<file path="config.mk">
export PLATFORM = sky130hd
export DESIGN_NAME = card_shuffle_ctrl_flat
export DESIGN_NICKNAME = d
export VERILOG_FILES = /design/src/rtl/card_shuffle_ctrl_if.sv /design/src/rtl/card_shuffle_ctrl.sv /design/src/flat_wrapper.sv
export SDC_FILE = /design/constraint.sdc
export NUM_CORES = 1
export LEC_CHECK = 0
export ABC_AREA = 1
export ABC_CLOCK_PERIOD_IN_PS = 2700
export CORE_AREA = 2 2 64 66
export DETAILED_ROUTE_END_ITERATION = 8
export DIE_AREA = 0 0 66 68
export GPL_ROUTABILITY_DRIVEN = 0
export PLACE_DENSITY = 0.84
export SKIP_CTS_REPAIR_TIMING = 1
export SLEW_MARGIN = 20
export SYNTH_ARGS = -nofsm -noshare
export SYNTH_HDL_FRONTEND = slang
export SYNTH_SLANG_ARGS = --single-unit
export TNS_END_PERCENT = 100
</file>
<file path="constraint.sdc">
create_clock -name clk -period 2.7 [get_ports clk]
set_clock_uncertainty 0.05 [all_clocks]
set_input_delay 0.405 -clock clk [delete_from_list [all_inputs] [get_ports clk]]
set_output_delay 0.405 -clock clk [all_outputs]
set_load 0.02 [all_outputs]
</file>
<file path="src/rtl/card_shuffle_ctrl_if.sv">
// Card store port bundle: two combinational read ports and one write port.
// The shuffle controller drives it through the master modport; the store sits on the slave side.
interface card_shuffle_ctrl_if #(
  parameter int unsigned IDX_W = 4,
  parameter int unsigned SYM_W = 3
);
  logic [IDX_W-1:0] mem_raddr_a;
  logic [IDX_W-1:0] mem_raddr_b;
  logic [SYM_W-1:0] mem_rdata_a;
  logic [SYM_W-1:0] mem_rdata_b;
  logic             mem_we;
  logic [IDX_W-1:0] mem_waddr;
  logic [SYM_W-1:0] mem_wdata;

  modport master (
    output mem_raddr_a, mem_raddr_b, mem_we, mem_waddr, mem_wdata,
    input  mem_rdata_a, mem_rdata_b
  );

  modport slave (
    input  mem_raddr_a, mem_raddr_b, mem_we, mem_waddr, mem_wdata,
    output mem_rdata_a, mem_rdata_b
  );
endinterface

</file>
<file path="src/rtl/card_shuffle_ctrl.sv">
// In-place Fisher-Yates shuffle of the card store, driven by a 16-bit Galois LFSR.
// Define CARD_SHUFFLE_FILL_EN to rewrite the canonical pair layout before every shuffle.
module card_shuffle_ctrl #(
  parameter int unsigned N_CARDS   = 16,
  parameter int unsigned IDX_W     = 4,
  parameter int unsigned SYM_W     = 3,
  parameter logic [15:0] LFSR_SEED = 16'hACE1,
  parameter int unsigned MAX_RETRY = 3
) (
  input  logic                clk,
  input  logic                reset,
  input  logic                start,
  input  logic                seed_we,
  input  logic [15:0]         seed,
  output logic                busy,
  output logic                done,
  card_shuffle_ctrl_if.master mem
);

  localparam int unsigned RetryW = (MAX_RETRY > 0) ? $clog2(MAX_RETRY + 1) : 1;
  localparam logic [15:0] LfsrMask = 16'hB400;

  typedef enum logic [2:0] {
    StIdle,
`ifdef CARD_SHUFFLE_FILL_EN
    StFill,
`endif
    StPick,
    StSwapA,
    StSwapB,
    StDone
  } state_e;

  state_e              state_q, state_d;
  logic [IDX_W-1:0]    i_q, i_d;
  logic [IDX_W-1:0]    j_q, j_d;
  logic [RetryW-1:0]   retry_q, retry_d;
  logic [SYM_W-1:0]    tmp_q, tmp_d;
  logic [15:0]         lfsr_q, lfsr_d;
  logic                busy_q, busy_d;
  logic                done_q, done_d;
  logic [IDX_W-1:0]    draw;

  // Smallest all-ones mask covering v, i.e. 2^ceil(log2(v+1))-1.
  function automatic logic [IDX_W-1:0] range_mask(input logic [IDX_W-1:0] v);
    logic [IDX_W-1:0] m;
    m = v;
    for (int k = 1; k < int'(IDX_W); k++) m = m | (v >> k);
    return m;
  endfunction

  always_comb begin
    state_d = state_q;
    i_d     = i_q;
    j_d     = j_q;
    retry_d = retry_q;
    tmp_d   = tmp_q;
    lfsr_d  = lfsr_q[0] ? ((lfsr_q >> 1) ^ LfsrMask) : (lfsr_q >> 1);
    draw    = lfsr_q[IDX_W-1:0] & range_mask(i_q);

    case (state_q)
      StIdle: begin
        if (seed_we) lfsr_d = (seed == '0) ? LFSR_SEED : seed;
        if (start) begin
`ifdef CARD_SHUFFLE_FILL_EN
          state_d = StFill;
          j_d     = '0;
`else
          state_d = StPick;
`endif
        end
      end
`ifdef CARD_SHUFFLE_FILL_EN
      // j doubles as the fill write pointer.
      StFill: begin
        j_d = j_q + 1'b1;
        if (j_q == IDX_W'(N_CARDS - 1)) begin
          i_d     = IDX_W'(N_CARDS - 1);
          j_d     = '0;
          state_d = StPick;
        end
      end
`endif
      StPick: begin
        if (draw <= i_q) begin
          j_d     = draw;
          retry_d = '0;
          state_d = StSwapA;
        end else if (retry_q == RetryW'(MAX_RETRY)) begin
          // Halving a masked draw always lands inside 0..i.
          j_d     = draw >> 1;
          retry_d = '0;
          state_d = StSwapA;
        end else begin
          retry_d = retry_q + 1'b1;
        end
      end
      StSwapA: begin
        tmp_d   = mem.mem_rdata_a;
        state_d = StSwapB;
      end
      StSwapB: begin
        if (i_q == IDX_W'(1)) begin
          state_d = StDone;
        end else begin
          i_d     = i_q - 1'b1;
          state_d = StPick;
        end
      end
      StDone: begin
        i_d     = IDX_W'(N_CARDS - 1);
        state_d = StIdle;
      end
      default: state_d = StIdle;
    endcase

    busy_d = (state_d == StPick) || (state_d == StSwapA) || (state_d == StSwapB);
`ifdef CARD_SHUFFLE_FILL_EN
    if (state_d == StFill) busy_d = 1'b1;
`endif
    done_d = (state_d == StDone);
  end

  always_ff @(posedge clk) begin
    if (reset) begin
      state_q <= StIdle;
      i_q     <= IDX_W'(N_CARDS - 1);
      j_q     <= '0;
      retry_q <= '0;
      tmp_q   <= '0;
      lfsr_q  <= LFSR_SEED;
      busy_q  <= 1'b0;
      done_q  <= 1'b0;
    end else begin
      state_q <= state_d;
      i_q     <= i_d;
      j_q     <= j_d;
      retry_q <= retry_d;
      tmp_q   <= tmp_d;
      lfsr_q  <= lfsr_d;
      busy_q  <= busy_d;
      done_q  <= done_d;
    end
  end

  assign busy = busy_q;
  assign done = done_q;

  always_comb begin
    mem.mem_raddr_a = busy_q ? i_q : '0;
    mem.mem_raddr_b = busy_q ? j_q : '0;
    mem.mem_we      = 1'b0;
    mem.mem_waddr   = '0;
    mem.mem_wdata   = '0;
    case (state_q)
`ifdef CARD_SHUFFLE_FILL_EN
      StFill: begin
        mem.mem_we    = 1'b1;
        mem.mem_waddr = j_q;
        mem.mem_wdata = SYM_W'(j_q >> 1);
      end
`endif
      StSwapA: begin
        mem.mem_we    = 1'b1;
        mem.mem_waddr = i_q;
        mem.mem_wdata = mem.mem_rdata_b;
      end
      StSwapB: begin
        mem.mem_we    = 1'b1;
        mem.mem_waddr = j_q;
        mem.mem_wdata = tmp_q;
      end
      default: ;
    endcase
  end

endmodule

</file>
<file path="src/flat_wrapper.sv">
// flat-port wrapper written by rule: the top's interface ports become plain ports
module card_shuffle_ctrl_flat 
#(
  parameter int unsigned N_CARDS   = 16,
  parameter int unsigned IDX_W     = 4,
  parameter int unsigned SYM_W     = 3,
  parameter logic [15:0] LFSR_SEED = 16'hACE1,
  parameter int unsigned MAX_RETRY = 3
)
  (clk, reset, start, seed_we, seed, busy, done, mem_mem_raddr_a, mem_mem_raddr_b, mem_mem_we, mem_mem_waddr, mem_mem_wdata, mem_mem_rdata_a, mem_mem_rdata_b);
  card_shuffle_ctrl_if #(.IDX_W(IDX_W), .SYM_W(SYM_W)) mem_i ();
  input  logic clk;
  input  logic reset;
  input  logic start;
  input  logic seed_we;
  input  logic [15:0] seed;
  output logic busy;
  output logic done;
  output wire logic [$bits(mem_i.mem_raddr_a)-1:0] mem_mem_raddr_a;
  output wire logic [$bits(mem_i.mem_raddr_b)-1:0] mem_mem_raddr_b;
  output wire logic [$bits(mem_i.mem_we)-1:0] mem_mem_we;
  output wire logic [$bits(mem_i.mem_waddr)-1:0] mem_mem_waddr;
  output wire logic [$bits(mem_i.mem_wdata)-1:0] mem_mem_wdata;
  input wire logic [$bits(mem_i.mem_rdata_a)-1:0] mem_mem_rdata_a;
  input wire logic [$bits(mem_i.mem_rdata_b)-1:0] mem_mem_rdata_b;
  assign mem_mem_raddr_a = mem_i.mem_raddr_a;
  assign mem_mem_raddr_b = mem_i.mem_raddr_b;
  assign mem_mem_we = mem_i.mem_we;
  assign mem_mem_waddr = mem_i.mem_waddr;
  assign mem_mem_wdata = mem_i.mem_wdata;
  assign mem_i.mem_rdata_a = mem_mem_rdata_a;
  assign mem_i.mem_rdata_b = mem_mem_rdata_b;
  card_shuffle_ctrl #(.N_CARDS(N_CARDS), .IDX_W(IDX_W), .SYM_W(SYM_W), .LFSR_SEED(LFSR_SEED), .MAX_RETRY(MAX_RETRY)) u_core (.clk(clk), .reset(reset), .start(start), .seed_we(seed_we), .seed(seed), .busy(busy), .done(done), .mem(mem_i));
endmodule
</file>
==> run summary <==
The tightest hold margin is 0.402 ns. The total clock buffers created by CTS came out at 5. Routed signal wires occupy layers up through met4. The type of element capturing the critical path is an output pin. The count of unique library cells instantiated by Yosys came out at 27. The count of final max-slew check failures is 0. The leakage component of the power came out at 1.08 nW. The run finished with clean final reports.

44 I/O pins were placed. For this run, the number of Yosys warnings is 0. The number of detailed-route iterations in the first pass is 4. The H-tree generated during clock tree synthesis spans 2 levels. In this run the tool buffered the top-level ports with 43 buffer cells.

The initial utilization of the core area, before any placement, comes to 0.451. STA classifies the critical path startpoint as a flip-flop. The path with the worst hold slack has its endpoint at u_core.lfsr_q[4]. Of all nets on the critical path, the largest fanout is 14. For this run, the post-layout net count is 328. The share of the synthesized area in the top cell type came out at 0.391. The worst register-to-register path begins at u_core.i_q[0].

In this run, synthesis inferred 0 flip-flops with an integrated enable. The routed length on met1 came out at 1670 um. After synthesis, the cell types taking the most area are dfxtp_1 (39%), nand2_1 (12%), inv_1 (7.8%).

The via count of the first global-routing pass came out at 1490. The synthesized netlist cell count is 250. nand2_1 is the most common cell in the netlist. The clock-pin slew reported for the worst setup and hold paths after clock tree synthesis came out at 0.07 ns.

The maximum number of pins on one net before global-route repair is 20. The data required time at the worst endpoint is 2.25 ns. The highest clock frequency the design can meet is 402 MHz. The setup slack after layout came out at 0.213 ns. The share of synthesized flip-flops with an asynchronous set or reset is 0.

The number of antenna cells inserted is 0. Measured against its own limit, the worst slew margin works out to 0.668. The worst vdd rail ir drop came out at 342 uV.

The post-route standard cell area excluding fillers came out at 0.00231 mm^2. The worst register-to-register path ends at u_core.busy. Tracing the worst setup path back leads to its startpoint at u_core.state_q[0]. The wire length of the first global-routing pass is 6330 um.

The number of endpoints failing setup at the final stage came out at 0. Of all cell types, the one taking the most synthesized area is dfxtp_1. The area of the die came out at 0.00449 mm^2. Setup repair after global routing left no endpoint under its margin.

The via count came out at 1686. The die height is 68 um. The per-cell via count in the routed design is 4.87.

The cell area that synthesis handed to floorplanning was 0.00174 mm^2. The average detailed-routed wire length per instance is 10.9 um. The horizontal die dimension came out at 66 um. The register bit count reported by yosys came out at 34. The final core utilization is 0.600. The detailed route wirelength on metal3 is 204 um. The count of cells along the worst register-to-register path came out at 11. The class of the worst hold path is reg -> reg.

After detailed routing, the number of remaining DRC violations is 0. The layout cell share with drive strength beyond 1 is 0.0676. The signal arrival time at the worst endpoint came out at 2.03 ns. The clock latency on the worst-skew pair is 0.29 ns. The combined global-route utilization of all metal layers came out at 0.189.

The cell sitting at the root of the clock tree is a clkbuf_8. The starting DRC count in detailed routing is 123. After detailed placement, the design holds a cell count of 338. The power density normalized to cell area came out at 601 mW/mm^2. The worst hold path begins at u_core.lfsr_q[5].

The signed area change from the synthesized netlist to the final layout came out at 32.9%. Detailed placement finished with a half-perimeter wire length of 2950 um. The slack of the worst reg-to-reg path came out at 0.56 ns. The portion of the clock cycle consumed by the worst path in the final layout is 0.921. The hold-critical path depth is 2. Among all flip-flop cells after synthesis, the most frequent one is dfxtp_1. The CTS tree is built. The initial antenna violation count is 0. The tool flagged a number of max-cap violations equal to 0. The overall power consumption came out at 1.39 mW. The total congestion overflow is 0. The count of cells in the finished layout, fillers not included, comes to 346. CTS saw 34 sinks. The commonest cells after synthesis are nand2_1 (56), inv_1 (36), dfxtp_1 (34). The detail route stage leaves a number of antenna-violating nets equal to 0. The count of standard-cell rows came out at 23. The total negative slack for setup checks is 0 ns. The shortest period the worst path allows came out at 2.49 ns. The post-synthesis average cell area is 6.96 um^2. The cell area after placement is 0.00221 mm^2. The number of nets in the synthesized netlist is 283. The class of the most critical setup path is reg -> out. The final hold violation count was 0. The wire length after detailed routing is 3760 um.

The maximum buffer depth of the clock tree came out at 2. The met2 wire length came out at 1840 um. The worst slack at placement came out at 0.529 ns.

The slew of the pin with the lowest slew margin came out at 0.495 ns. The sequential-to-total area share from yosys stat came out at 0.391. The area of the core is 0.00386 mm^2.
[report_power, final]
group | switching (mW) | internal, mW
combinational | 0.189 | 0.158
clock | 0.181 | 0.276
sequential | 0.0315 | 0.555
[area by class of cell]
| class | count | area (um^2) |
|---|---|---|
| clock buffers | 7 | 76.3 |
| well taps | 50 | 62.6 |
| clock inverters | 1 | 30.0 |
| fillers | 365 | 1540 |
| flip-flops and latches | 34 | 681 |
| repair buffers | 45 | 445 |
| multi-input cells | 168 | 863 |
| inverters | 41 | 154 |
[critical path, cell delays in order (launching register included)]
cell,delay [ns]
dfxtp_1,0.31
inv_1,0.22
nand3_2,0.29
inv_1,0.17
nand2_1,0.06
o21ai_0,0.07
clkdlybuf4s50_1,0.63
[metal layers]
layer | up-vias | track usage
met3 | 5 | 0.0724
met5 | - | 0
met4 | 0 | 0.0612
met1 | 737 | 0.214
met2 | 50 | 0.330
li1 | 894 | -
[worst max path at each step]
stage / endpoint
4_1_cts: mem_mem_wdata[0]
2_1_floorplan: u_core.busy
3_3_place_gp: mem_mem_wdata[0]
3_5_place_dp: mem_mem_wdata[1]
6_report: mem_mem_wdata[1]
5_1_grt: mem_mem_wdata[1]
[kinds of logic (layout without fill, tap and decap cells)]
kind of cell / Yosys count / in the layout / synth area share
and+or+nand+nor: 110 / 110 / 0.280
AOI/OAI and AO/OA: 48 / 48 / 0.151
buffers and inverters: 48 / 94 / 0.112
DFF: 34 / 34 / 0.391
adders and majority gates: 7 / 7 / 0.0504
xor gates and xnor gates: 3 / 3 / 0.0151
[cells in the final DEF (no fill, tap or decap)]
| cell type | Yosys | final |
|---|---|---|
| a31oi_1 | 1 | 1 |
| dfxtp_1 | 34 | 34 |
| nand3_2 | 1 | 1 |
| o21ai_0 | 19 | 19 |
| buf_4 | 2 | 2 |
| o21ai_1 | 1 | 1 |
| bufinv_16 | 0 | 1 |
| nand2_2 | 3 | 3 |
| xnor2_1 | 1 | 1 |
| nor4_1 | 1 | 1 |
| nand3_1 | 11 | 11 |
| nand4_2 | 1 | 1 |
| ha_1 | 7 | 7 |
| a21oi_1 | 16 | 16 |
| nand4_1 | 3 | 3 |
| clkbuf_1 | 4 | 2 |
| nor3_1 | 2 | 2 |
| clkbuf_8 | 0 | 5 |
| nor3_4 | 2 | 2 |
| nand2_1 | 56 | 56 |
| inv_1 | 36 | 36 |
| clkinv_1 | 1 | 1 |
| xor2_1 | 2 | 2 |
| o211ai_1 | 1 | 1 |
| a211oi_2 | 1 | 1 |
| inv_2 | 4 | 4 |
| nor2_1 | 30 | 30 |
| o22ai_1 | 9 | 9 |
| clkdlybuf4s50_1 | 0 | 43 |
[flip-flops by register name, indices dropped and copies added, names as in the netlist]
signal / flops
u_core.i_q: 4
u_core.state_q: 3
u_core.busy: 1
u_core.lfsr_q: 16
u_core.tmp_q: 3
u_core.done: 1
u_core.j_q: 4
u_core.retry_q: 2
No activity file was read; power rests on OpenSTA's default activity.
==> RTL change: new RTL, config.mk and constraints unchanged <==
`SYM_W` is set to 3 in 3 places; all go to 5.
--- a/src/rtl/card_shuffle_ctrl_if.sv
+++ b/src/rtl/card_shuffle_ctrl_if.sv
@@ -2,7 +2,7 @@
 // The shuffle controller drives it through the master modport; the store sits on the slave side.
 interface card_shuffle_ctrl_if #(
   parameter int unsigned IDX_W = 4,
-  parameter int unsigned SYM_W = 3
+  parameter int unsigned SYM_W = 5
 );
   logic [IDX_W-1:0] mem_raddr_a;
   logic [IDX_W-1:0] mem_raddr_b;
--- a/src/rtl/card_shuffle_ctrl.sv
+++ b/src/rtl/card_shuffle_ctrl.sv
@@ -3,7 +3,7 @@
 module card_shuffle_ctrl #(
   parameter int unsigned N_CARDS   = 16,
   parameter int unsigned IDX_W     = 4,
-  parameter int unsigned SYM_W     = 3,
+  parameter int unsigned SYM_W     = 5,
   parameter logic [15:0] LFSR_SEED = 16'hACE1,
   parameter int unsigned MAX_RETRY = 3
 ) (
--- a/src/flat_wrapper.sv
+++ b/src/flat_wrapper.sv
@@ -3,7 +3,7 @@
 #(
   parameter int unsigned N_CARDS   = 16,
   parameter int unsigned IDX_W     = 4,
-  parameter int unsigned SYM_W     = 3,
+  parameter int unsigned SYM_W     = 5,
   parameter logic [15:0] LFSR_SEED = 16'hACE1,
   parameter int unsigned MAX_RETRY = 3
 )
Ports: changed (resized mem_mem_rdata_a, mem_mem_rdata_b and mem_mem_wdata); port bits go from 44 to 50. The function was not compared with the original's and may differ.
==> RTL change against the original RTL <==
Fmax is 0.18% lower. Wire length is 8.9% higher. Clock power is 19% lower. Total power is 0.73% lower. Hold slack worse by 0.00054 ns. Synthesized area is 6.6% higher. Sequential cell count is 2 higher. Cell area is 6.3% higher. First-iteration DRC count is 25% higher. Worst setup slack worse by 0.0044 ns. Largest power group unchanged.
==> RTL change: results (changes against the original RTL) <==
Outcome
  – Status: complete, no violations

Routing
  – Drt initial violations: 154 (+25%)
  – Post-Route WL: 4090 um (+8.9%)
  – Vias per cell: 4.82 (-0.99%)

Timing
  – Worst slew margin: 56.9% (-9.9 points)

Power and ir drop
  – Pleak: 1.15 nW (+6.1%)

Synth
  – Synthesis Warnings: 0 (unchanged)
  – Sequential area share after synthesis: 38.9% (-0.27 points)
  – Synth area leaders: dfxtp_1 (39%), nand2_1 (12%), inv_1 (8.1%)
  – Post-synth cell types: 30 (+11%)
  – Most common cell in the netlist: nand2_1
  – Top cells by count, synth: nand2_1 (58), inv_1 (40), dfxtp_1 (36)
  – Mapped Avg Cell Area: 7.00 um^2 (+0.58%)
  – Mapped Nets: 302 (+6.7%)

Critical path
  – Crit Path Max Fanout: 9 (-5)
  – Worst r2r path cells: 13 (+2)

Layout
  – Ratio of cells with drive above 1 in the final layout: 8.25% (+1.5 points)
  – Nets: 351 (+7.0%)
  – Final Non-Filler Cells: 365 (+5.5%)
  – Largest registers: u_core.lfsr_q: 16 flops, u_core.tmp_q: 5 flops

Placement
  – Pre-CTS WS: 0.526 ns (-0.00305 ns)
  – Area post-placement: 2370 um^2 (+7.6%)
  – # placed instances: 357 (+5.6%)
  – Post-DP HPWL: 3070 um (+4.1%)

Global route
  – Largest net degree at the start of global routing: 24 (+20%)
  – Vias in the first global route: 1,610 (+8.1%)
  – GR Util All Layers: 20.1% (+1.2 points)
  – First-pass GRT wire length: 6900 um (+9.1%)

CTS
  – Clock Root Buffer: clkbuf_8
[RTL change: cell count changes after synthesis, sizes merged, moves of 2 or more]
cell	unedited run	this run
a21oi	16	18
o21ai	20	18
inv	40	45
dfxtp	34	36
nand3	12	14
buf	3	5
nand2	59	62
[RTL change: per-layer routing]
metal	GRT usage, %	vias up	share of wire (%)	wire length [um]
met5	0	-	0	0
met4	7.65	0	1.1	47
met3	4.11	5	4.6	189
met2	34.8	51	47	1910
met1	24.6	762	48	1940
li1	-	943	-	-
[RTL change: final cells by class]
type                       count  area [um^2]
clock buffer                   7         76.3
timing repair buffer          51          505
sequential                    36          721
clock inverter                 1         8.76
fill                         339         1400
multi-input combinational    175          916
tap                           50         62.6
inverter                      45          169
[RTL change: path summary, 6_finish.rpt]
path,startpoint,end,slack [ns]
max,u_core.state_q[0],mem_mem_wdata[4],0.21
min,u_core.tmp_q[3],u_core.tmp_q[3],0.40
max reg2reg,u_core.i_q[0],u_core.j_q[0],0.54
min reg2reg,u_core.tmp_q[3],u_core.tmp_q[3],0.40
[RTL change: power by group]
group          switching (mW)  internal [mW]  total [mW]
clock                   0.187          0.184       0.371
sequential             0.0330          0.589       0.622
combinational           0.213          0.173       0.386
total                   0.433          0.946        1.38
[RTL change: kinds of logic (layout without fill, tap and decap cells)]
family	after synthesis	count (layout)	share of synthesized area, %
DFF	36	36	38.9
xor gates and xnor gates	3	3	1.42
adders and majority gates	7	7	4.72
buffers and inverters	54	104	11.7
AOI/OAI and AO/OA	51	51	15.0
and+or+nand+nor	114	114	28.2
[RTL change: critical path: stages (launching register included)]
cell             delay (ns)
dfxtp_1                0.31
inv_1                  0.20
nand3_2                0.25
inv_1                  0.21
nand2_1                0.07
o21ai_1                0.08
clkdlybuf4s50_1        0.62
